File: src/rtl/sel_range_writer_pkg.sv
// Shared definitions for the runtime part-select writer and its read port.
package sel_range_pkg;

    localparam int VEC_W_DEF = 44;
    localparam int IDX_W_DEF = 8;
    localparam int MAXW_DEF  = 4;

    typedef enum logic [1:0] {
        IDLE  = 2'd0,
        WRITE = 2'd1,
        DONE  = 2'd2
    } state_e;

    // True when a signed bit index addresses a real bit of a vec_w-bit vector.
    function automatic logic in_range(input int idx, input int vec_w);
        return (idx >= 0) && (idx < vec_w);
    endfunction

endpackage

File: src/rtl/sel_range_writer_if.sv
// Command handshake between a command source and the part-select writer.
interface sel_range_writer_if #(
    parameter int IDX_W = 8,
    parameter int MAXW  = 4
);
    logic                    cmd_valid;
    logic                    cmd_ready;
    logic signed [IDX_W-1:0] cmd_index;
    logic [2:0]              cmd_width;
    logic [MAXW-1:0]         cmd_data;
    logic                    done;
    logic                    done_oor;

    modport master (
        output cmd_valid, cmd_index, cmd_width, cmd_data,
        input  cmd_ready, done, done_oor
    );

    modport slave (
        input  cmd_valid, cmd_index, cmd_width, cmd_data,
        output cmd_ready, done, done_oor
    );
endinterface

File: src/rtl/sel_range_writer_rdport.sv
// Registered single-bit read of a vector with signed, range-checked index.
module sel_range_rdport
    import sel_range_pkg::*;
#(
    parameter int VEC_W = VEC_W_DEF,
    parameter int IDX_W = IDX_W_DEF
) (
    input  logic                    clk,
    input  logic                    reset,
    input  logic [VEC_W-1:0]        vec,
    input  logic signed [IDX_W-1:0] rd_index,
    output logic                    rd_data,
    output logic                    rd_oor
);

    localparam int VIDX_W = $clog2(VEC_W);

    // Sample the addressed bit every cycle; out-of-range reads return 0 and flag.
    always_ff @(posedge clk or posedge reset) begin
        if (reset) begin
            rd_data <= 1'b0;
            rd_oor  <= 1'b0;
        end else if (in_range(int'(rd_index), VEC_W)) begin
            rd_data <= vec[rd_index[VIDX_W-1:0]];
            rd_oor  <= 1'b0;
        end else begin
            rd_data <= 1'b0;
            rd_oor  <= 1'b1;
        end
    end

endmodule

File: src/rtl/sel_range_writer.sv
// Writes vec[index -: width] = data one bit per cycle, dropping and flagging
// bits that fall outside the vector; includes a registered bit-read port.
module sel_range_writer
    import sel_range_pkg::*;
#(
    parameter int               VEC_W = VEC_W_DEF,
    parameter int               IDX_W = IDX_W_DEF,
    parameter int               MAXW  = MAXW_DEF,
    parameter logic [VEC_W-1:0] INIT  = {VEC_W{1'b0}}
) (
    input  logic                    clk,
    input  logic                    reset,
    sel_range_writer_if.slave       cmd,
    output logic [VEC_W-1:0]        vec,
    input  logic signed [IDX_W-1:0] rd_index,
    output logic                    rd_data,
    output logic                    rd_oor
);

    localparam int VIDX_W = $clog2(VEC_W);
    localparam int CNT_W  = (MAXW > 1) ? $clog2(MAXW) : 1;
    localparam logic signed [IDX_W:0] CUR_ONE = 1;
    localparam logic [CNT_W-1:0]      CNT_ONE = 1;

    state_e                state;
    // One extra bit so walking down past the most-negative index never wraps.
    logic signed [IDX_W:0] cur;
    logic [CNT_W-1:0]      cnt;
    logic [MAXW-1:0]       data_l;
    logic                  oor;
    logic                  width_bad;

    assign width_bad    = (cmd.cmd_width == 3'd0) || (int'(cmd.cmd_width) > MAXW);
    assign cmd.cmd_ready = (state == IDLE);
    assign cmd.done      = (state == DONE);
    assign cmd.done_oor  = (state == DONE) && oor;

    // Command FSM: accept, walk the select from MSB downwards, then pulse done.
    always_ff @(posedge clk or posedge reset) begin
        if (reset) begin
            state  <= IDLE;
            vec    <= INIT;
            cur    <= '0;
            cnt    <= '0;
            data_l <= '0;
            oor    <= 1'b0;
        end else begin
            case (state)
                IDLE: begin
                    if (cmd.cmd_valid) begin
                        data_l <= cmd.cmd_data;
                        if (width_bad) begin
                            oor   <= 1'b1;
                            state <= DONE;
                        end else begin
                            cur   <= {cmd.cmd_index[IDX_W-1], cmd.cmd_index};
                            cnt   <= CNT_W'(cmd.cmd_width - 3'd1);
                            oor   <= 1'b0;
                            state <= WRITE;
                        end
                    end
                end
                WRITE: begin
                    if (in_range(int'(cur), VEC_W)) begin
                        vec[cur[VIDX_W-1:0]] <= data_l[cnt];
                    end else begin
                        oor <= 1'b1;
                    end
                    cur <= cur - CUR_ONE;
                    cnt <= cnt - CNT_ONE;
                    if (cnt == '0) begin
                        state <= DONE;
                    end
                end
                DONE: begin
                    state <= IDLE;
                end
                default: begin
                    state <= IDLE;
                end
            endcase
        end
    end

    sel_range_rdport #(
        .VEC_W(VEC_W),
        .IDX_W(IDX_W)
    ) u_rdport (
        .clk      (clk),
        .reset    (reset),
        .vec      (vec),
        .rd_index (rd_index),
        .rd_data  (rd_data),
        .rd_oor   (rd_oor)
    );

endmodule
File: src/flat_wrapper.sv
// flat-port wrapper written by rule: the top's interface ports become plain ports
module sel_range_writer_flat import sel_range_pkg::*;
#(
    parameter int               VEC_W = VEC_W_DEF,
    parameter int               IDX_W = IDX_W_DEF,
    parameter int               MAXW  = MAXW_DEF,
    parameter logic [VEC_W-1:0] INIT  = {VEC_W{1'b0}}
)
  (clk, reset, vec, rd_index, rd_data, rd_oor, cmd_cmd_valid, cmd_cmd_index, cmd_cmd_width, cmd_cmd_data, cmd_cmd_ready, cmd_done, cmd_done_oor);
  sel_range_writer_if #(.IDX_W(IDX_W), .MAXW(MAXW)) cmd_i ();
  input  logic clk;
  input  logic reset;
  output logic [VEC_W-1:0] vec;
  input  logic signed [IDX_W-1:0] rd_index;
  output logic rd_data;
  output logic rd_oor;
  input wire logic [$bits(cmd_i.cmd_valid)-1:0] cmd_cmd_valid;
  input wire logic [$bits(cmd_i.cmd_index)-1:0] cmd_cmd_index;
  input wire logic [$bits(cmd_i.cmd_width)-1:0] cmd_cmd_width;
  input wire logic [$bits(cmd_i.cmd_data)-1:0] cmd_cmd_data;
  output wire logic [$bits(cmd_i.cmd_ready)-1:0] cmd_cmd_ready;
  output wire logic [$bits(cmd_i.done)-1:0] cmd_done;
  output wire logic [$bits(cmd_i.done_oor)-1:0] cmd_done_oor;
  assign cmd_i.cmd_valid = cmd_cmd_valid;
  assign cmd_i.cmd_index = cmd_cmd_index;
  assign cmd_i.cmd_width = cmd_cmd_width;
  assign cmd_i.cmd_data = cmd_cmd_data;
  assign cmd_cmd_ready = cmd_i.cmd_ready;
  assign cmd_done = cmd_i.done;
  assign cmd_done_oor = cmd_i.done_oor;
  sel_range_writer #(.VEC_W(VEC_W), .IDX_W(IDX_W), .MAXW(MAXW), .INIT(INIT)) u_core (.clk(clk), .reset(reset), .cmd(cmd_i), .vec(vec), .rd_index(rd_index), .rd_data(rd_data), .rd_oor(rd_oor));
endmodule
File: config.mk
export PLATFORM = sky130hd
export DESIGN_NAME = sel_range_writer_flat
export DESIGN_NICKNAME = d
export VERILOG_FILES = /design/src/rtl/sel_range_writer_pkg.sv /design/src/rtl/sel_range_writer_if.sv /design/src/rtl/sel_range_writer_rdport.sv /design/src/rtl/sel_range_writer.sv /design/src/flat_wrapper.sv
export SDC_FILE = /design/constraint.sdc
export NUM_CORES = 1
export LEC_CHECK = 0
export BUFFER_PORTS_ARGS = -buffer_cell sky130_fd_sc_hd__buf_4
export CAP_MARGIN = 20
export CORE_MARGIN = 3
export CORE_UTILIZATION = 40
export DETAILED_ROUTE_END_ITERATION = 8
export SLEW_MARGIN = 30
export SYNTH_ARGS = -nofsm -noshare
export SYNTH_HDL_FRONTEND = slang
export SYNTH_SLANG_ARGS = --single-unit
File: constraint.sdc
create_clock -name clk -period 5.8 [get_ports clk]
set_input_delay 0.87 -clock clk [delete_from_list [all_inputs] [get_ports clk]]
set_output_delay 0.87 -clock clk [all_outputs]
set_load 0.005 [all_outputs]
# After elaboration in Yosys (flattened, before gate mapping)
# Cells that the tools add are included.
[word_totals]
output_inout_bits = 49
register_bits = 64
[op_classes]
eq_ne = 6
reduce_logical = 14
n_lt_le_gt_ge = 9
n_addsub = 3
muxes = 23
[ops]
columns = ["op", "n"]
rows = [
  ["$bwmux 44", 1],
  ["$mux 9", 2],
  ["$pmux 9 s2", 1],
  ["$lt 6x7->1 const B", 2],
  ["$mux 2", 5],
  ["$ge 9x1->1 const B", 1],
  ["$lt 9x7->1 const B", 1],
  ["$sub 9x2->9 const B", 1],
  ["$ge 8x1->1 const B", 1],
  ["$lt 8x7->1 const B", 1],
  ["$mux 1", 8],
  ["$pmux 2 s2", 2],
  ["$bmux 1 s6", 1],
  ["$demux 1 s6", 1],
  ["$ge 6x1->1 const B", 1],
  ["$ne 2x2->1 const B", 3],
  ["$reduce_and 2->1", 3],
  ["$reduce_and 3->1", 2],
  ["$logic_and 1x1->1", 4],
  ["$logic_not 2->1", 2],
  ["$sub 2x1->2 const B", 2],
  ["$gt 3x3->1 const B", 1],
  ["$logic_not 3->1", 1],
  ["$lt 2x3->1 const B", 1],
  ["other kinds (7)", 7],
]

# Longest topological paths before layout
# Gate-level depths: netlist of run 1.
[depth]
word_depth = 5
depth_mapped = 6
ltp_nobuf = 6

# Modules after synthesis
# From an unflattened synthesis of run 1, not the netlist that was laid out.
[unflattened]
hier_cells = 317
area_unflattened_um2 = 3606.0
[modules_own_cells]
columns = ["module", "area_per_inst_um2", "cells_each", "n_inst", "seq_area_each_um2"]
rows = [
  ["sel_range_writer", 3106.7, 274, 1, 1551.5],
  ["sel_range_rdport", 499.2, 43, 1, 50.0],
]

# Worst setup path after synthesis of run 1
# Ideal clock, no wire load.
[synth_timing]
kind = "in2reg"
from = "input rd_index[0]"
to = "register u_core.u_rdport.rd_data"
setup_slack_ns = 3.707
arrival_time_ns = 1.972
cell_stages = 5
cell_sequence = "buf_6 > mux4_2 > a32oi_1 > nand4_1 > a32o_1"
[synth_between]
elab_chain_cells = 3
word_cells_on_any_way = 6
[synth_lines]
columns = ["element", "line_no", "rtl"]
rows = [
  ["from (decl)", "flat_wrapper.sv:14", "input logic signed [IDX_W-1:0] rd_index;"],
  ["$bmux 1 s6, or another cell as far along", "sel_range_writer_rdport.sv:24", "rd_data <= vec[rd_index[VIDX_W-1:0]];"],
  ["$mux 1 (not written as such) / $logic_and 1x1->1 (equally long branches)", "sel_range_writer_rdport.sv:24, sel_range_writer_pkg.sv:16", ""],
  ["$mux 1 *", "sel_range_writer_rdport.sv:23", "end else if (in_range(int'(rd_index), VEC_W)) begin"],
  ["to (signal assigned)", "sel_range_writer_rdport.sv:24", ""],
  ["to (decl)", "sel_range_writer_rdport.sv:12", "output logic rd_data,"],
]
# Every way passes the cells marked *; elsewhere a longest branch is shown, timed or not. The select of a mux whose other input is x is not followed.
# A chain may end at the register's enable or synchronous reset.

# Worst setup path in the final report of run 1
[layout_timing]
from = "register u_core.state[0]"
to = "register u_core.vec[2]"
[layout_between]
elab_chain_cells = 2
[layout_lines]
columns = ["element", "line_no", "rtl"]
rows = [
  ["from (decl)", "sel_range_writer.sv:25", "state_e state;"],
  ["from (signal assigned)", "sel_range_writer.sv:41", "state <= IDLE;"],
  ["from (signal assigned)", "sel_range_writer.sv:54", "state <= DONE;"],
  ["from (signal assigned)", "sel_range_writer.sv:59", "state <= WRITE;"],
  ["$eq 2x1->1", "sel_range_writer.sv:48", "case (state)"],
  ["$reduce_and 2->1 (no source line)", "n/a", ""],
  ["to (signal, indexed assignment)", "sel_range_writer.sv:65", "vec[cur[VIDX_W-1:0]] <= data_l[cnt];"],
  ["to (decl)", "sel_range_writer.sv:14", "output logic [VEC_W-1:0] vec,"],
]
# No other way between the ends.

==> summary.md, run 1 <==
| Metric | Value |
|---|---|
| Run status | `completed` |
| WS Path Type | `reg2reg` |
| CORE AREA | `8420 um^2` |
| Grt ovf | `0` |
| P&R area growth vs syn | `22.6%` |
| Register area share after synthesis | `0.451` |
| Leak | `1.99 nW` |
| FF+latch count, synth | `64` |
| Avg Inst Size Synth | `11.1 um^2` |
| Worst-Skew Late Latency | `0.34 ns` |
| Worst slew pin tran | `0.819 ns` |
| Postcts setup bufs | `0` |
| Critical path destination | `u_core.vec[2]` |
| Port Buffers | `74` |
| DIE AREA | `10000 um^2` |
| Placed cells | `479` |
| Final Critical Period | `2.48 ns` |
| Drt wl/cell | `18.2 um` |
| Gr usage total | `0.187` |
| Fmax | `0.402 GHz` |
| Chip width | `100 um` |
| First-pass GRT wire length | `14500 um` |
| Peak supply drop | `0.213 mV` |
| Die Y-Extent | `100 um` |
| Setup TNS Final | `0 ns` |
| Clock transition at path regs | `0.07 ns` |
| Max Clock Skew | `0.00947 ns` |
| # nets final | `412` |
| Clk sink count | `64` |
| Drt via density | `5.73` |
| Slowest-stage cell, CP | `dfrtp_1` |
| Initial antenna violation count | `0` |
| Clock root buffer | `clkbuf_8` |
| Vias in the first global route | `2722` |
| Antenna Cells | `0` |
| R2r worst-path depth | `4` |
| Share of cells above drive strength 1 | `0.387` |
| Post-Synthesis Cells | `320` |
| I/O Pins | `75` |
| Post-synth EDFFs | `0` |
| Final Slew Violations | `0` |
| Number of max-cap violations | `0` |
| CP endpoint kind | `flip-flop` |
| H-tree levels | `3` |
| Worst-path fanout max | `22` |
| CTS Hold Bufs | `0` |
| FF-to-FF Start | `u_core.state[0]` |
| Number of DRC markers in iteration 0 | `129` |
| CP peak stage delay | `0.65 ns` |
| Via count of the routed design | `2837` |
| Worst EP required | `6.03 ns` |
| Final Hold Viols | `0` |
| Tcrit/Tclk final | `0.428` |
| CP cell instances | `and2b_1, o2111ai_4, nor4_1, mux2_2` |
| P per Cell Area | `392 nW/um^2` |
| Post_cts resized | `0` |
| Relative slew slack | `0.454` |
| Number of antenna-violating nets in the routed design | `0` |
| Critical path data arrival time | `2.71 ns` |
| RSZ-0062 raised after global routing | `false` |
| CTS tree | `built` |
| Warnings, synthesis | `0` |
| Synth unique cells | `55` |
| Row count | `33` |
| Setup crit start | `u_core.state[0]` |
| Area of the mapped netlist | `3550 um^2` |
| TritonRoute pass-1 iters | `4` |
| R2R setup slack | `3.32 ns` |
| Post-synth ARST share | `1.00` |
| Initial Utilization | `0.422` |
| Critical path launch point type | `flip-flop` |
| Cell Count, Final, Fillers Out | `495` |
| Fill cells | `812` |
| Worst R2R End | `u_core.vec[2]` |
| Num CTS Buffers | `9` |
| Dpl hpwl | `6500 um` |
| Ys flop type | `dfrtp_1` |
| Max clock buf depth | `2` |
| Hold/Removal Path Class | `reg2reg` |
| Drt drc | `0` |
| Largest net degree at the start of global routing | `65` |
| GPL Wtd Cong | `0.796` |
| Final WL | `9020 um` |
| Post-synth net total | `347` |
| Final setup vio count | `0` |
-- power breakdown --
group          switching (W)  internal [W]
sequential          0.000169      0.000541
combinational       0.000360      0.000252
clock               0.000175      0.000210
-- cell families (layout without fill, tap and decap cells) --
group                    after synthesis  in the layout  synth area share
AND/OR/NAND/NOR                      116            116             0.180
multiplexers                          64             64             0.233
flip-flops                            64             64             0.451
AO/OA/AOI/OAI                         43             43            0.0912
buffers and inverters                 31            101            0.0384
adder cells (fa/ha/maj)                1              1           0.00352
XOR/XNOR                               1              1           0.00247
-- state kept, by name, indices dropped and copies added (netlist names) --
signal / count
u_core.data_l: 4
u_core.cur: 9
u_core.u_rdport.rd_data: 1
u_core.vec: 44
u_core.oor: 1
u_core.u_rdport.rd_oor: 1
u_core.state: 2
u_core.cnt: 2
-- cells in the final DEF, fill, tap and decap left out, drive strengths merged, types with 2 or more instances in the layout --
cell type,Yosys,final
a211oi,4,4
a21oi,6,6
a22oi,2,2
a2bb2oi,2,2
and3,3,3
buf,11,75
clkbuf,10,11
clkinv,0,3
dfrtp,64,64
inv,10,10
mux2,50,50
mux2i,4,4
mux4,10,10
nand2,15,15
nand2b,4,4
nand3,19,19
nand4,7,7
nor2,25,25
nor3,22,22
nor3b,4,4
nor4,7,7
o2111ai,3,3
o211ai,3,3
o21ai,10,10
o22ai,4,4
-- through the flow --
| stage | power, W | setup WS [ns] | utilization | cell area (um^2) | hold slack (ns) |
|---|---|---|---|---|---|
| final | 0.00171 | 3.32 | 0.517 | 4360 | 0.510 |
| after detailed placement | 0.00133 | 3.36 | 0.494 | 4160 | 0.494 |
| after global placement | 0.00132 | 3.11 | 0.492 | 4150 | 0.487 |
| after floorplan | 0.00111 | 3.33 | - | 3550 | 0.459 |
| after CTS | 0.00171 | 3.32 | 0.517 | 4360 | 0.513 |
| after global routing | 0.00183 | 3.07 | 0.517 | 4360 | 0.530 |
-- worst max-delay path, delay by kind of cell, from the launching register on --
kind               cells  cell delay [ns]
AOI/OAI and AO/OA      1             0.46
muxes                  1             0.37
DFF                    1             0.65
and+or+nand+nor        2             0.87
-- final cells by class --
cell class,count,area (um^2),area share
flip-flops and latches,64,1600,0.368
clock buffers,11,141,0.0325
multi-input cells,225,1830,0.419
clock inverters,5,56.3,0.0129
well taps,105,131,0.0302
repair buffers,75,563,0.129
inverters,10,37.5,0.00862
-- cell usage after synthesis, drive strengths merged (6+ instances only) --
cell type / count / share of area
nand3: 19 / 0.027
clkbuf: 10 / 0.011
nor3: 22 / 0.034
nor4: 7 / 0.019
nor2: 25 / 0.026
mux2: 50 / 0.16
a21oi: 6 / 0.0085
inv: 10 / 0.011
mux4: 10 / 0.063
dfrtp: 64 / 0.45
buf: 11 / 0.017
nand4: 7 / 0.012
nand2: 15 / 0.016
o21ai: 10 / 0.015
-- routing by layer --
| layer | part of all wire | global-route usage | vias to the layer above |
|---|---|---|---|
| li1 | - | - | 1333 |
| met1 | 0.46 | 0.261 | 1405 |
| met2 | 0.46 | 0.282 | 87 |
| met3 | 0.066 | 0.0563 | 12 |
| met4 | 0.016 | 0.0549 | 0 |
| met5 | 0 | 0 | - |
-- how the worst min path moves through the flow --
stage	from	to	slack [ns]	cells past startpoint
final	u_core.data_l[0]	u_core.data_l[0]	0.51	1
after global routing	u_core.data_l[0]	u_core.data_l[0]	0.53	1
after CTS	u_core.data_l[0]	u_core.data_l[0]	0.51	1
after detailed placement	u_core.data_l[0]	u_core.data_l[0]	0.49	1
after global placement	u_core.data_l[3]	u_core.data_l[3]	0.49	1
after floorplan	u_core.oor	u_core.oor	0.46	2
Note: power is estimated with default switching activity, not from simulation.
==> inputs of run 2 (changes only) <==
Clock period 5.8 ns to 2.19 ns, I/O delays scaled along.
==> summary.md, run 2 (synthesized netlist as in run 1, its figures left out) <==
| Metric | Value |
|---|---|
| Register area | `1600 um^2 (unchanged)` |
| Initial Utilization | `0.422 (unchanged)` |
| Worst-Skew Late Latency | `0.34 ns (about the same)` |
| Combined area of the multi-input logic cells | `1810 um^2 (-0.62%)` |
| P&R area growth vs syn | `26.1%` |
| Met2 wire len | `4370 um (+5.9%)` |
| Setup TNS Final | `0 ns (unchanged)` |
| Vias in the first global route | `2882 (+5.9%)` |
| CTS Hold Bufs | `0 (unchanged)` |
| Gr usage total | `0.198 (+0.0109)` |
| RSZ-0062 raised after global routing | `false` |
| Clock transition at path regs | `0.07 ns (about the same)` |
| Peak supply drop | `0.600 mV (+180%)` |
| Final setup vio count | `0 (unchanged)` |
| Share of cells above drive strength 1 | `0.408 (+0.0212)` |
| Most common cell after layout, fill and taps aside | `buf_4` |
| Max Clock Skew | `0.00792 ns (-0.00154 ns)` |
| Postcts setup bufs | `0 (unchanged)` |
| TritonRoute pass-1 iters | `4 (unchanged)` |
| Critical path data arrival time | `2.17 ns (-0.54 ns)` |
| Drt drc | `0 (unchanged)` |
| Number of max-cap violations | `0 (unchanged)` |
| Worst path depth | `5 (+1)` |
| GPL Wtd Cong | `0.789 (-0.85%)` |
| Run status | `completed` |
| CP endpoint kind | `flip-flop` |
| R2R setup slack | `0.24 ns (-3.08 ns)` |
| Metal3 WL | `529 um (-12%)` |
| Most flop-heavy register | `u_core.vec` |
| # nets final | `427 (+3.6%)` |
| Post_cts resized | `0 (unchanged)` |
| Via count of the routed design | `2914 (+2.7%)` |
| Worst slew pin tran | `0.730 ns (-0.0895 ns)` |
| Num CTS Buffers | `9 (unchanged)` |
| P per Cell Area | `1060 nW/um^2 (+170%)` |
| Worst EP required | `2.41 ns (-3.62 ns)` |
| H-tree levels | `3 (unchanged)` |
| Clk sink count | `64 (unchanged)` |
| Number of DRC markers in iteration 0 | `134 (+3.9%)` |
| Relative slew slack | `0.513 (+0.0597)` |
| FF-to-FF Start | `u_core.cur[8]` |
| Drt wl/cell | `18.6 um (+1.8%)` |
| Die Y-Extent | `100 um (unchanged)` |
| Slowest-stage cell, CP | `dfrtp_1` |
| Clock root buffer | `clkbuf_8` |
| R2r worst-path depth | `5 (+1)` |
| Leak | `2.07 nW (+4.0%)` |
| I/O Pins | `75 (unchanged)` |
| Largest net degree at the start of global routing | `65 (unchanged)` |
| Final WL | `9450 um (+4.7%)` |
| Buf+Inv Stages, Crit Path | `1 (+1)` |
| Hold/Removal Path Class | `in2async` |
| Grt ovf | `0 (unchanged)` |
| Drt via density | `5.72 (-0.11%)` |
| Worst-path fanout max | `22 (unchanged)` |
| WL met1 | `4430 um (+6.8%)` |
| First-pass GRT wire length | `15500 um (+7.0%)` |
| Fill cells | `771 (-5.0%)` |
| Worst R2R End | `u_core.vec[43]` |
| Top Registers | `u_core.vec (44), u_core.cur (9), u_core.data_l (4)` |
| Port Buffers | `74 (unchanged)` |
| CP peak stage delay | `0.44 ns (-0.21 ns)` |
| Delay-heaviest family, CP | `simple AND/OR/NAND/NOR gates` |
| Pre-CTS WS | `0.276 ns (-3.08 ns)` |
| Fmax | `0.512 GHz (+27%)` |
| CTS tree | `built` |
| Dpl hpwl | `6920 um (+6.5%)` |
| DIE AREA | `10000 um^2 (unchanged)` |
| Most frequent cells in the layout | `buf_4, dfrtp_1, mux2_2` |
| Chip width | `100 um (unchanged)` |
| Initial antenna violation count | `0 (unchanged)` |
| Final Critical Period | `1.95 ns (-0.534 ns)` |
| Row count | `33 (unchanged)` |
| Worst setup margin | `0.239 ns (-3.08 ns)` |
| Critical path launch point type | `flip-flop` |
| WS Path Type | `reg2reg` |
| Max clock buf depth | `2 (unchanged)` |
| Number of antenna-violating nets in the routed design | `0 (unchanged)` |
| Tcrit/Tclk final | `0.891 (+0.463)` |
| CORE AREA | `8420 um^2 (unchanged)` |
| Final Slew Violations | `0 (unchanged)` |
| CP cell instances | `nor3_4, o2111ai_2, buf_4, nor3_1, mux2_2` |
| Final Hold Viols | `0 (unchanged)` |
| Antenna Cells | `0 (unchanged)` |
| Max reg flops | `44 (unchanged)` |
| DR top layer | `met4` |
==> run 2: layer usage <==
layer  vias up  track usage
met5         -            0
li1       1363            -
met3        11       0.0410
met1      1451        0.286
met4         0       0.0570
met2        89        0.302
==> run 2: power by group <==
part | internal (W) | switching [W]
Combinational | 0.000810 | 0.00117
Sequential | 0.00144 | 0.000271
Clock | 0.000614 | 0.000463
==> run 2: cell type report <==
| cell class | count | area share |
|---|---|---|
| clock buffer | 13 | 0.0377 |
| clock inverter | 2 | 0.00838 |
| inverter | 10 | 0.00838 |
| multi-input combinational | 225 | 0.405 |
| sequential | 64 | 0.358 |
| tap | 105 | 0.0293 |
| timing repair buffer | 90 | 0.154 |
==> run 2: tightest hold or removal path, delay by kind of cell <==
| family | cells | cell delay [ns] |
|---|---|---|
| buffers and inverters | 3 | 0.48 |
==> run 2: worst max path at each step <==
stage,start,endpoint
after floorplan,reset,u_core.cnt[0]
after global placement,u_core.cur[6],u_core.vec[43]
after detailed placement,u_core.cur[8],u_core.vec[43]
after CTS,u_core.cur[8],u_core.vec[43]
after global routing,u_core.cur[0],u_core.cur[8]
final,u_core.cur[8],u_core.vec[43]
==> run 2: metrics by stage <==
stage | utilization | instances | power, W | hold WS (ns) | instance area, um^2
2_1_floorplan | - | 320 | 0.00294 | 0.429 | 3550
3_3_place_gp | 0.507 | 494 | 0.00367 | 0.437 | 4270
3_5_place_dp | 0.507 | 494 | 0.00370 | 0.438 | 4270
4_1_cts | 0.532 | 509 | 0.00476 | 0.0767 | 4480
5_1_grt | 0.532 | 509 | 0.00507 | 0.0678 | 4480
6_report | 0.532 | 509 | 0.00477 | 0.0632 | 4480
==> inputs of run 3 (changes only) <==
Settings changed: CORE_UTILIZATION 40 to 35.
==> summary.md, run 3 (synthesized netlist as in run 1, its figures left out) <==
| Metric | Value |
|---|---|
| Max Clock Skew | `0.00871 ns (+0.000791 ns)` |
| Worst-Skew Late Latency | `0.34 ns (about the same)` |
| Register area | `1600 um^2 (unchanged)` |
| Clock transition at path regs | `0.07 ns (about the same)` |
| Worst slew pin tran | `0.718 ns (-0.0120 ns)` |
| Placed Area | `4300 um^2 (+0.64%)` |
| Max clock buf depth | `2 (unchanged)` |
| GPL Wtd Cong | `0.863 (+9.3%)` |
| Port Buffers | `74 (unchanged)` |
| Fill cells | `987 (+28%)` |
| P&R area growth vs syn | `27.3%` |
| Final Critical Period | `1.93 ns (-0.0216 ns)` |
| Drt wl/cell | `17.6 um (-5.2%)` |
| Tcrit/Tclk final | `0.881 (-0.00988)` |
| CTS tree | `built` |
| Final Cell Area | `4520 um^2 (+0.95%)` |
| Drt drc | `0 (unchanged)` |
| CTS Hold Bufs | `0 (unchanged)` |
| Critical path data arrival time | `2.15 ns (-0.02 ns)` |
| TritonRoute pass-1 iters | `4 (unchanged)` |
| Final Hold Viols | `0 (unchanged)` |
| Cell Count, Final, Fillers Out | `537 (+5.5%)` |
| Placed cells | `521 (+5.5%)` |
| Gr usage total | `0.174 (-0.0240)` |
| I/O Pins | `75 (unchanged)` |
| Number of antenna-violating nets in the routed design | `0 (unchanged)` |
| H-tree levels | `3 (unchanged)` |
| Run status | `completed` |
| Combined area of the multi-input logic cells | `1810 um^2 (unchanged)` |
| Final Slew Violations | `0 (unchanged)` |
| Post_cts resized | `0 (unchanged)` |
| Fin util | `0.460 (-0.0713)` |
| Relative slew slack | `0.521 (+0.00797)` |
| Grt ovf | `0 (unchanged)` |
| RSZ-0062 raised after global routing | `false` |
| Number of DRC markers in iteration 0 | `134 (unchanged)` |
| WS Path Type | `reg2reg` |
| P per Cell Area | `1060 nW/um^2 (-0.45%)` |
| Slowest-stage cell, CP | `dfrtp_1` |
| Max reg flops | `44 (unchanged)` |
| Initial Utilization | `0.362 (-0.0600)` |
| Largest net degree at the start of global routing | `45 (-31%)` |
| Via count of the routed design | `2868 (-1.6%)` |
| Worst EP required | `2.42 ns (about the same)` |
| Initial antenna violation count | `0 (unchanged)` |
| Fmax | `0.518 GHz (+1.1%)` |
| Setup TNS Final | `0 ns (unchanged)` |
| Chip width | `107 um (+6.5%)` |
| Clock root buffer | `clkbuf_8` |
| Leak | `2.07 nW (about the same)` |
| Final WL | `9450 um (unchanged)` |
| Number of max-cap violations | `0 (unchanged)` |
| Die Y-Extent | `107 um (+6.5%)` |
| Drt via density | `5.34 (-6.7%)` |
| Top Registers | `u_core.vec (44), u_core.cur (9), u_core.data_l (4)` |
| Worst-path fanout max | `22 (unchanged)` |
| Final setup vio count | `0 (unchanged)` |
| CP cell instances | `and2b_1, o2111ai_2, buf_4, nor4_1, mux2_2` |
| Buf+Inv Stages, Crit Path | `1 (unchanged)` |
| Peak supply drop | `0.460 mV (-23%)` |
| Antenna Cells | `0 (unchanged)` |
| Final hold slack | `0.0290 ns (-0.0342 ns)` |
| Share of cells above drive strength 1 | `0.408 (unchanged)` |
| Clk sink count | `64 (unchanged)` |
| Most common cell after layout, fill and taps aside | `buf_4` |
| Critical path launch point type | `flip-flop` |
| Most flop-heavy register | `u_core.vec` |
| CORE AREA | `9820 um^2 (+17%)` |
| CP endpoint kind | `flip-flop` |
| Num CTS Buffers | `9 (unchanged)` |
| Dpl hpwl | `7010 um (+1.4%)` |
| Hold/Removal Path Class | `in2async` |
| CP peak stage delay | `0.48 ns (+0.04 ns)` |
| Postcts setup bufs | `0 (unchanged)` |
| Vias in the first global route | `2908 (+0.90%)` |
| # nets final | `426 (-0.23%)` |
| First-pass GRT wire length | `15500 um (unchanged)` |
| Row count | `36 (+9.1%)` |
| Most frequent cells in the layout | `buf_4, dfrtp_1, mux2_2` |
| Delay-heaviest family, CP | `simple AND/OR/NAND/NOR gates` |
| DIE AREA | `11400 um^2 (+13%)` |
## run 3: cell types whose count changed in the layout (fill, tap and decap cells not counted)
| cell | change |
|---|---|
| clkinvlp_4 | +1 |
| clkbuf_8 | -2 |
| clkinv_2 | +1 |
| bufinv_16 | +1 |
| buf_4 | -1 |
## run 3: final timing paths
kind	start	end	slack, ns	cells past startpoint
max	u_core.state[1]	u_core.vec[10]	0.26	5
min	reset	u_core.vec[3]	0.03	2
max reg2reg	u_core.state[1]	u_core.vec[10]	0.26	5
min reg2reg	u_core.data_l[2]	u_core.data_l[2]	0.51	1
max in group asynchronous	reset	u_core.vec[43]	1.54	3
min in group clk	rd_index[7]	u_core.u_rdport.rd_oor	0.20	2
## run 3: cell type report
type                            instances  area share
Clock buffer                           11      0.0313
Clock inverter                          5      0.0177
Inverter                               10     0.00830
Multi-Input combinational cell        225       0.401
Sequential cell                        64       0.354
Tap cell                              133      0.0368
Timing Repair Buffer                   89       0.151
## run 3: power breakdown
part,switching [W],total [W],internal [W]
Clock,0.000464,0.00113,0.000670
Sequential,0.000254,0.00169,0.00144
Combinational,0.00117,0.00197,0.000797
Total,0.00189,0.00479,0.00290
## run 3: worst reg2reg max path, cell delays in order, from the launching register on
cell and delay (ns):
dfrtp_1 0.48, and2b_1 0.32, o2111ai_2 0.13, buf_4 0.23, nor4_1 0.28, mux2_2 0.37
## run 3: per-stage QoR
step,total power [W],setup WS [ns]
final,0.00479,0.260
after global routing,0.00513,0.0757
after CTS,0.00482,0.262
after detailed placement,0.00368,0.264
after global placement,0.00362,0.259
after floorplan,0.00294,0.263
## run 3: routing by layer
metal | GRT usage | up-vias | wire length [um]
li1 | - | 1362 | -
met1 | 0.245 | 1416 | 4460
met2 | 0.272 | 76 | 4450
met3 | 0.0295 | 14 | 417
met4 | 0.0594 | 0 | 122
met5 | 0 | - | 0
